## src/rtl/bp_common_pkg.sv

```systemverilog
// Shared profiler types: the encoded stall-reason set and sizing helpers used
// by the stall pipe and the on-tile stall histogram reader.
package bp_common_pkg;

  localparam int bp_num_stall_reasons_gp = 21;

  typedef enum logic [4:0] {
    e_freeze          = 5'd0
    ,e_fe_queue_stall = 5'd1
    ,e_branch_override= 5'd2
    ,e_ret_override   = 5'd3
    ,e_dcache_miss    = 5'd4
    ,e_icache_miss    = 5'd5
    ,e_icache_rollback= 5'd6
    ,e_mispredict     = 5'd7
    ,e_control_haz    = 5'd8
    ,e_long_haz       = 5'd9
    ,e_data_haz       = 5'd10
    ,e_aux_dep        = 5'd11
    ,e_load_dep       = 5'd12
    ,e_mul_dep        = 5'd13
    ,e_fma_dep        = 5'd14
    ,e_sb_iraw_dep    = 5'd15
    ,e_sb_fraw_dep    = 5'd16
    ,e_struct_haz     = 5'd17
    ,e_exception      = 5'd18
    ,e_eret           = 5'd19
    ,e_unknown        = 5'd20
  } bp_stall_reason_e;

  typedef struct packed {
    logic             stall_v;
    bp_stall_reason_e reason;
    logic             instret;
  } bp_stall_reason_s;

  // Never returns 0, so a single-entry space still gets a 1-bit index.
  function automatic int safe_clog2(input int n);
    return (n <= 1) ? 1 : $clog2(n);
  endfunction

endpackage

```

## src/rtl/bp_stall_sat_counter.sv

```systemverilog
// Saturating event counter. A clear wins over increment but keeps a
// coincident event, so nothing is lost across a snapshot.
module bp_stall_sat_counter #(
  parameter int cnt_width_p = 32
) (
  input  logic                   clk_i,
  input  logic                   reset_li,
  input  logic                   inc_i,
  input  logic                   clear_i,
  output logic [cnt_width_p-1:0] count_o
);

  logic [cnt_width_p-1:0] count_reg, count_next;

  always_comb begin
    count_next = count_reg;
    if (clear_i)
      count_next = cnt_width_p'(inc_i);
    else if (inc_i && !(&count_reg))
      count_next = count_reg + cnt_width_p'(1);
  end

  always_ff @(posedge clk_i or negedge reset_li) begin
    if (!reset_li) count_reg <= '0;
    else           count_reg <= count_next;
  end

  assign count_o = count_reg;

endmodule

```

## src/rtl/bp_stall_hist_reader.sv

```systemverilog
// Per-reason stall histogram: live saturating counters, snapshot into a
// shadow bank on dump request, then drain (id, count) records over valid/yumi.
module bp_stall_hist_reader
  import bp_common_pkg::*;
#(
  parameter  int num_reasons_p   = bp_num_stall_reasons_gp,
  parameter  int cnt_width_p     = 32,
  localparam int reason_width_lp = safe_clog2(num_reasons_p + 1),
  localparam int num_entries_lp  = num_reasons_p + 1
) (
  input  logic                       clk_i,
  input  logic                       reset_li,
  input  logic                       freeze_i,
  input  logic                       stall_v_i,
  input  logic [reason_width_lp-1:0] stall_reason_i,
  input  logic                       instret_i,
  input  logic                       dump_v_i,
  output logic                       dump_ready_o,
  output logic                       data_v_o,
  input  logic                       data_yumi_i,
  output logic [reason_width_lp-1:0] data_id_o,
  output logic [cnt_width_p-1:0]     data_count_o,
  output logic                       data_last_o,
  output logic                       err_o
);

  typedef enum logic {e_idle, e_dump} state_e;

  state_e                     state_reg, state_next;
  logic [reason_width_lp-1:0] idx_reg, idx_next;
  logic                       err_reg;
  logic                       count_en, stall_bad, accept, is_last;
  logic [num_entries_lp-1:0]  inc;
  logic [cnt_width_p-1:0]     live_count [num_entries_lp];
  logic [cnt_width_p-1:0]     shadow_reg [num_entries_lp];

  assign count_en  = ~freeze_i;
  assign stall_bad = count_en & ~instret_i & stall_v_i
                   & (stall_reason_i >= reason_width_lp'(num_reasons_p));
  assign is_last   = (idx_reg == reason_width_lp'(num_reasons_p));

  // The top entry counts retires; a retire masks any stall that cycle.
  assign inc[num_reasons_p] = count_en & instret_i;

  genvar gi;
  generate
    for (gi = 0; gi < num_reasons_p; gi++) begin : g_inc
      assign inc[gi] = count_en & ~instret_i & stall_v_i
                     & (stall_reason_i == reason_width_lp'(gi));
    end

    for (gi = 0; gi < num_entries_lp; gi++) begin : g_cnt
      bp_stall_sat_counter #(.cnt_width_p(cnt_width_p)) u_cnt (
        .clk_i   (clk_i),
        .reset_li(reset_li),
        .inc_i   (inc[gi]),
        .clear_i (accept),
        .count_o (live_count[gi])
      );
    end
  endgenerate

  always_ff @(posedge clk_i or negedge reset_li) begin
    if (!reset_li) begin
      for (int i = 0; i < num_entries_lp; i++) shadow_reg[i] <= '0;
    end else if (accept) begin
      for (int i = 0; i < num_entries_lp; i++) shadow_reg[i] <= live_count[i];
    end
  end

  always_ff @(posedge clk_i or negedge reset_li) begin
    if (!reset_li) begin
      state_reg <= e_idle;
      idx_reg   <= '0;
      err_reg   <= 1'b0;
    end else begin
      state_reg <= state_next;
      idx_reg   <= idx_next;
      err_reg   <= err_reg | stall_bad;
    end
  end

  always_comb begin
    state_next   = state_reg;
    idx_next     = idx_reg;
    accept       = 1'b0;
    dump_ready_o = 1'b0;
    data_v_o     = 1'b0;
    data_id_o    = '0;
    data_count_o = '0;
    data_last_o  = 1'b0;
    case (state_reg)
      e_idle: begin
        dump_ready_o = 1'b1;
        if (dump_v_i) begin
          accept     = 1'b1;
          idx_next   = '0;
          state_next = e_dump;
        end
      end
      e_dump: begin
        data_v_o     = 1'b1;
        data_id_o    = idx_reg;
        data_count_o = shadow_reg[idx_reg];
        data_last_o  = is_last;
        if (data_yumi_i) begin
          if (is_last) begin
            idx_next   = '0;
            state_next = e_idle;
          end else begin
            idx_next = idx_reg + reason_width_lp'(1);
          end
        end
      end
      default: state_next = e_idle;
    endcase
  end

  assign err_o = err_reg;

  yumi_needs_valid: assert property (@(posedge clk_i) disable iff (!reset_li)
    data_yumi_i |-> data_v_o);

endmodule

```

## config.mk

```make
export PLATFORM = sky130hd
export DESIGN_NAME = bp_stall_hist_reader
export DESIGN_NICKNAME = d
export VERILOG_FILES = /design/src/rtl/bp_common_pkg.sv /design/src/rtl/bp_stall_sat_counter.sv /design/src/rtl/bp_stall_hist_reader.sv
export SDC_FILE = /design/constraint.sdc
export NUM_CORES = 2
export LEC_CHECK = 0
export BUFFER_PORTS_ARGS = -buffer_cell sky130_fd_sc_hd__buf_4
export CAP_MARGIN = 20
export CORE_MARGIN = 5
export CORE_UTILIZATION = 55
export CTS_BUF_LIST = sky130_fd_sc_hd__clkbuf_16
export DETAILED_ROUTE_END_ITERATION = 16
export MAX_ROUTING_LAYER = met4
export PLACE_DENSITY = 0.68
export SLEW_MARGIN = 30
export SYNTH_ARGS = -nofsm -noshare
export SYNTH_HDL_FRONTEND = slang
export SYNTH_SLANG_ARGS = --single-unit
```

## constraint.sdc

```tcl
create_clock -name clk_i -period 6.5 [get_ports clk_i]
set_input_delay 1.3 -clock clk_i [delete_from_list [all_inputs] [get_ports clk_i]]
set_output_delay 1.3 -clock clk_i [all_outputs]
set_load 0.005 [all_outputs]
```

Word-level counts from Yosys, hierarchy flattened. Index checks and enable logic that the tools add are counted.

Flip-flop bits (word level): 1415. Input bits: 12. Output and inout bits: 41. Logic and storage cells: 276.

Add/sub/neg operators: 23. Order comparisons: 2. Equal/unequal tests: 23. Mux-type cells: 61. Bitwise gates (word level): 30. Reductions and logical operators: 90.

Operators by type and width (count): 32-bit two-way mux (47); 32-bit by 1-bit adder with 32-bit output, second input constant (22); 32-bit AND reduction (22); 32-bit binary-select mux with 5-bit select (1); 2-bit nonzero test (22); 5-bit by 4-bit == test with 1-bit output, second input constant (8); 5-bit == test, second input constant (6); 1-bit bitwise AND (25); 1-bit logical AND (22); 1-bit logical NOT (22); 5-bit by 3-bit == test with 1-bit output, second input constant (4); 5-bit two-way mux (4); 5-bit by 2-bit == test with 1-bit output, second input constant (2); 5-bit case mux with 2 select lines (1); 1-bit two-way mux (7); 6-bit >= comparator, second input constant (1); 5-bit inverter with 6-bit output (1); 5-bit by 1-bit adder with 5-bit output, second input constant (1); 5-bit by 1-bit == test with 1-bit output, second input constant (1); 5-bit >= comparator, second input constant (1); 5-bit logical NOT (1); 2-bit inequality test, second input constant (2); 1-bit inverter (3); 1-bit case mux with 2 select lines (1); 2 further kinds (2).

Logic depth before layout (Yosys ltp).
Word-level depth: 7. Depth in mapped cells: 10. Depth with buffers taken out: 7.

Modules after synthesis. From an unflattened synthesis, not the netlist that was laid out.

Cells, all modules: 6501. Area, all modules: 73347.8 µm².

By module, submodules not included: bp_stall_sat_counter (instances 22, cells an instance 195, area an instance 1846.8 µm², sequential area each 800.8 µm²); bp_stall_hist_reader (instances 1, cells an instance 2211, area an instance 32718.9 µm², sequential area each 17792.1 µm²).

Least setup slack after synthesis. OpenSTA, ideal clock, no wires.

Path kind: register to output. From: register idx_reg[0]. To: output port data_count_o[30]. Data arrival time: 2.308 ns. Data required time: 5.200 ns. Path slack: 2.892 ns. Stages on the path, launching flop included: 9. Path buffers: 3. Path through: dfrtp_1 clkbuf_1 clkbuf_1 buf_1 mux4_2 mux2i_1 nor2_1 a21oi_1 o31ai_1.

Word-level cells in the longest chain between the ends: 5.

Ends and longest elaborated chain: start: declaration (RTL line bp_stall_hist_reader.sv:30) `logic [reason_width_lp-1:0] idx_reg, idx_next;`; start signal: assignment (RTL line bp_stall_hist_reader.sv:78) `idx_reg <= idx_next;`; 5-bit inverter with 6-bit output (implied by the code) (RTL line bp_stall_hist_reader.sv:104) `data_count_o = shadow_reg[idx_reg];`; 32-bit binary-select mux with 5-bit select (RTL line bp_stall_hist_reader.sv:104); 32-bit two-way mux (implied by the code) (2 in a row) (RTL line bp_stall_hist_reader.sv:104); 32-bit two-way mux (RTL line bp_stall_hist_reader.sv:92) `case (state_reg)`; end: declaration (RTL line bp_stall_hist_reader.sv:22) `output logic [cnt_width_p-1:0] data_count_o,`.

No other way between the ends. The select of a mux whose other input is x is not followed.

Worst setup path in the final report.
From: register idx_reg[0]. To: output port data_count_o[9].

The elaborated chain is that of the path after synthesis.

==> results.md <==
* Routed len/inst at 22.8 um
* Max VDD drop at 0.000273 V
* Status: finished clean
* R2r startpoint: state_reg$_DFF_PN0_
* Total vias in the final route at 61500
* Area Growth Syn to Fin at 9.67%
* Cells after synthesis at between 7000 and 8000
* First-pass GRT wire length at 339000 um
* Post-synthesis compound-gate area fraction at 11.0%
* Most Crowded Layer GR: met1
* Max-slew violation count at 0
* Max Root-Sink Buffers at 3
* Endpoints failing hold at 0
* Final nets at 7778
* Post-synth EDFFs at 0
* Sink of the worst hold path: shadow_reg[463]$_DFFE_PN0P_
* Root buffer cell: clkbuf_16
* Fraction of layout cells with a size suffix above 1 at 8.87%
* Vias per cell at 6.40
* Adder-Cell Fraction of Synth Area at 0.418%
* Setup_tns at 0 ns
* Combinational power share at 5.9%
* Post-Synth XOR/XNOR Area at 0.987%
* GR met3 Demand/Resource at about 5.4%
* # H-tree levels at 4
* Min Tclk post-route at between 5 and 6 ns
* Mux contribution to synthesized area at 7.68%
* Starting Density at 55.4%
* Syn_area_per_cell at ~9.1 sq um
* Req. time, crit path at 5.20 ns
* TritonCTS Sinks at 1415
* Sequential share of power at between 40% and 50%
* Crit share post-route at 82.1%
* Largest net degree at the start of global routing at 219
* I/O pins at 53
* Sw Pwr at 0.00459 W
* Grt met2 use at ~46%
* CP endpoint kind: output pin
* Hold WC Path Type: reg -> reg
* PortBufs at 52
* Total GRT Usage at between 30% and 40%
* Detailed Place HPWL at 153000 um
* Largest family of logic cells by synthesized area: simple AND/OR/NAND/NOR gates
* Post-synthesis sequential element count at 1415
* Clk pwr share at 45.9%
* Most used DFF post-synth: dfrtp_1
* Mapped Area at between 70000 and 80000 sq um
* Final WL at 219000 um
* Hold-critical path depth at 2
* # hold bufs at CTS at 0
* Clk Latency, worst-skew pair at roughly 0.78 ns
* Yosys warnings at 0
* Simple-gate share of the synthesized area at 27.6%
* Filler cells at about 11000
* Initial DRC count at between 7000 and 8000
* Mapped Nets at roughly 8000
* Ys async rst share at 100%
* DRC errors left at 0
* Row Count at 132
* Sequential share of the synthesized area at 49.3%
* Die Span Y at 372 um
* Clock Skew at approximately 0.028 ns
* Total gr overflow at 0
* Core area at 130000 sq um
* Sw Ratio at around a quarter
* Setup-failing EPs final at 0
* Commonest non-fill, non-tap cells in the layout: nand2_1, dfrtp_1, a21oi_1
* Hold wc startpoint: shadow_reg[463]$_DFFE_PN0P_
* Die X at ~370 um
* Type of the worst setup path: reg -> out
* FF-to-FF End: g_cnt[6].u_cnt.count_o[30]$_DFFE_PN0P_
* Final Core Density at approximately three fifths
* R2R setup slack at around 3.5 ns
* CTS tree: done
* CP max FO at 45
* Post-CTS sizing at 0
* Worst-path clk slew at 0.06 ns
* CP Launch Type: flop
* WP data arrival at 4.04 ns
* Antenna-violating nets left at 0
* Antenna violations before repair at 5
* Commonest non-fill, non-tap cell in the layout: nand2_1
* Slew HR at 26.6%
* Highest Clock Rate at roughly 190 MHz
* Pre-antenna DRT Iters at 8
* Cts bufs inserted at 156
* Least-Margin Pin Slew at between 1 and 1.5 ns
* R2r worst-path depth at 5
* Pint at 0.0143 W
* Post-CTS Setup Repair Bufs at 0
* Leakage at around 36 nW
* Vias in the first global route at 55900
* Power density cells at 239 nW/um^2
* Area of the die at about 140000 sq um
* RSZ-0062 raised after global routing: no
* Maxcap violations at 0
* GR Layer Usage met1 at 48.0%
* Distinct cells, synth at between 80 and 90
* Routability Congestion at 0.925
==> Yosys cell counts (12+ instances only) <==
library cell  count  share of area (%)
a211oi_1         35               0.37
a21o_1           14               0.15
a21oi_1         432                3.0
a31o_2           18               0.22
a31oi_1          24               0.21
a41o_1           14               0.19
and2_1           29               0.25
and3_1           88               0.77
and4_1           85                1.0
buf_1            45               0.24
buf_2            18               0.13
clkbuf_1        403                2.1
dfrtp_1        1415                 49
ha_1             24               0.42
inv_1           111               0.58
mux2i_1         185                2.6
mux4_2          160                5.0
nand2_1        2407                 13
nand3_1         281                2.0
nand4_1         220                1.9
nor2_1          240                1.3
nor3_1           70               0.49
nor4_1           94               0.82
o2111ai_1        14               0.17
o211ai_1         71               0.74
o21a_1           23               0.24
o21ai_0         369                2.6
o22ai_1          46               0.40
o311ai_0         12               0.15
o31a_1           17               0.21
o31ai_1         158                1.7
or2_2            92               0.80
or3_1           283                2.5
or4_1           175                1.8
xnor2_1          49               0.60
xor2_1           32               0.39
==> cell families (layout without fill, tap and decap cells) <==
logic type               Yosys count  count (layout)
AND/OR/NAND/NOR                 4163            4163
flip-flops                      1415            1415
AO/OA/AOI/OAI                   1301            1301
buffers and inverters            582             524
multiplexers                     351             351
XOR/XNOR                          81              81
adder cells (fa/ha/maj)           24              24
other                              0               5
==> power by group through the flow <==
stage / registers, W / clock network, W / logic, W
2_1_floorplan: 0.00909 / 0 / 0.000765
3_3_place_gp: 0.00924 / 0 / 0.00110
3_5_place_dp: 0.00924 / 0 / 0.00112
4_1_cts: 0.00909 / 0.00879 / 0.00112
5_1_grt: 0.00910 / 0.00917 / 0.00120
6_report: 0.00909 / 0.00867 / 0.00112
==> layout make-up <==
class | instances | area, sq um | area share [%]
clock buffer | 165 | 4130 | 5.24
timing repair buffer | 137 | 1430 | 1.82
sequential | 1415 | 35400 | 44.9
multi-input combinational | 5920 | 34400 | 43.7
tap | 1742 | 2180 | 2.77
inverter | 112 | 420 | 0.533
clock inverter | 110 | 788 | 1.00
antenna | 5 | 12.5 | 0.0159
==> worst max-delay path by stage <==
stage / start / to
after floorplan: idx_reg[0]$_DFFE_PN0P_ / data_count_o[30]
after global placement: idx_reg[0]$_DFFE_PN0P_ / data_count_o[26]
after detailed placement: idx_reg[0]$_DFFE_PN0P_ / data_count_o[26]
after CTS: idx_reg[0]$_DFFE_PN0P_ / data_count_o[26]
after global routing: idx_reg[0]$_DFFE_PN0P_ / data_count_o[9]
final: idx_reg[0]$_DFFE_PN0P_ / data_count_o[9]
==> metal layers <==
layer | routed length [um] | up-vias
li1 | - | 27800
met1 | 95800 | 30700
met2 | 95500 | 2577
met3 | 19700 | 352
met4 | 8040 | 0
met5 | 0 | -
==> through the flow <==
| step | hold slack (ns) | instances | cell area [sq um] | setup slack [ns] | total power (W) |
|---|---|---|---|---|---|
| after floorplan | 0.437 | 7917 | 71900 | 2.89 | 0.00985 |
| final | 0.468 | 9606 | 78800 | 1.16 | 0.0189 |
| after detailed placement | 0.459 | 9324 | 73800 | 2.05 | 0.0104 |
| after global placement | 0.453 | 9323 | 73700 | 2.07 | 0.0103 |
| after global routing | 0.482 | 9605 | 78800 | 0.999 | 0.0195 |
| after CTS | 0.471 | 9599 | 78700 | 1.19 | 0.0190 |
==> critical path, stage by stage, from the launching register on <==
cell and delay [ns]:
dfrtp_4 0.97, buf_12 0.40, mux4_2 0.55, inv_1 0.07, o22ai_1 0.08, a21oi_1 0.59, o31ai_1 0.31, buf_4 0.23
No activity file was read; power rests on OpenSTA's default activity.
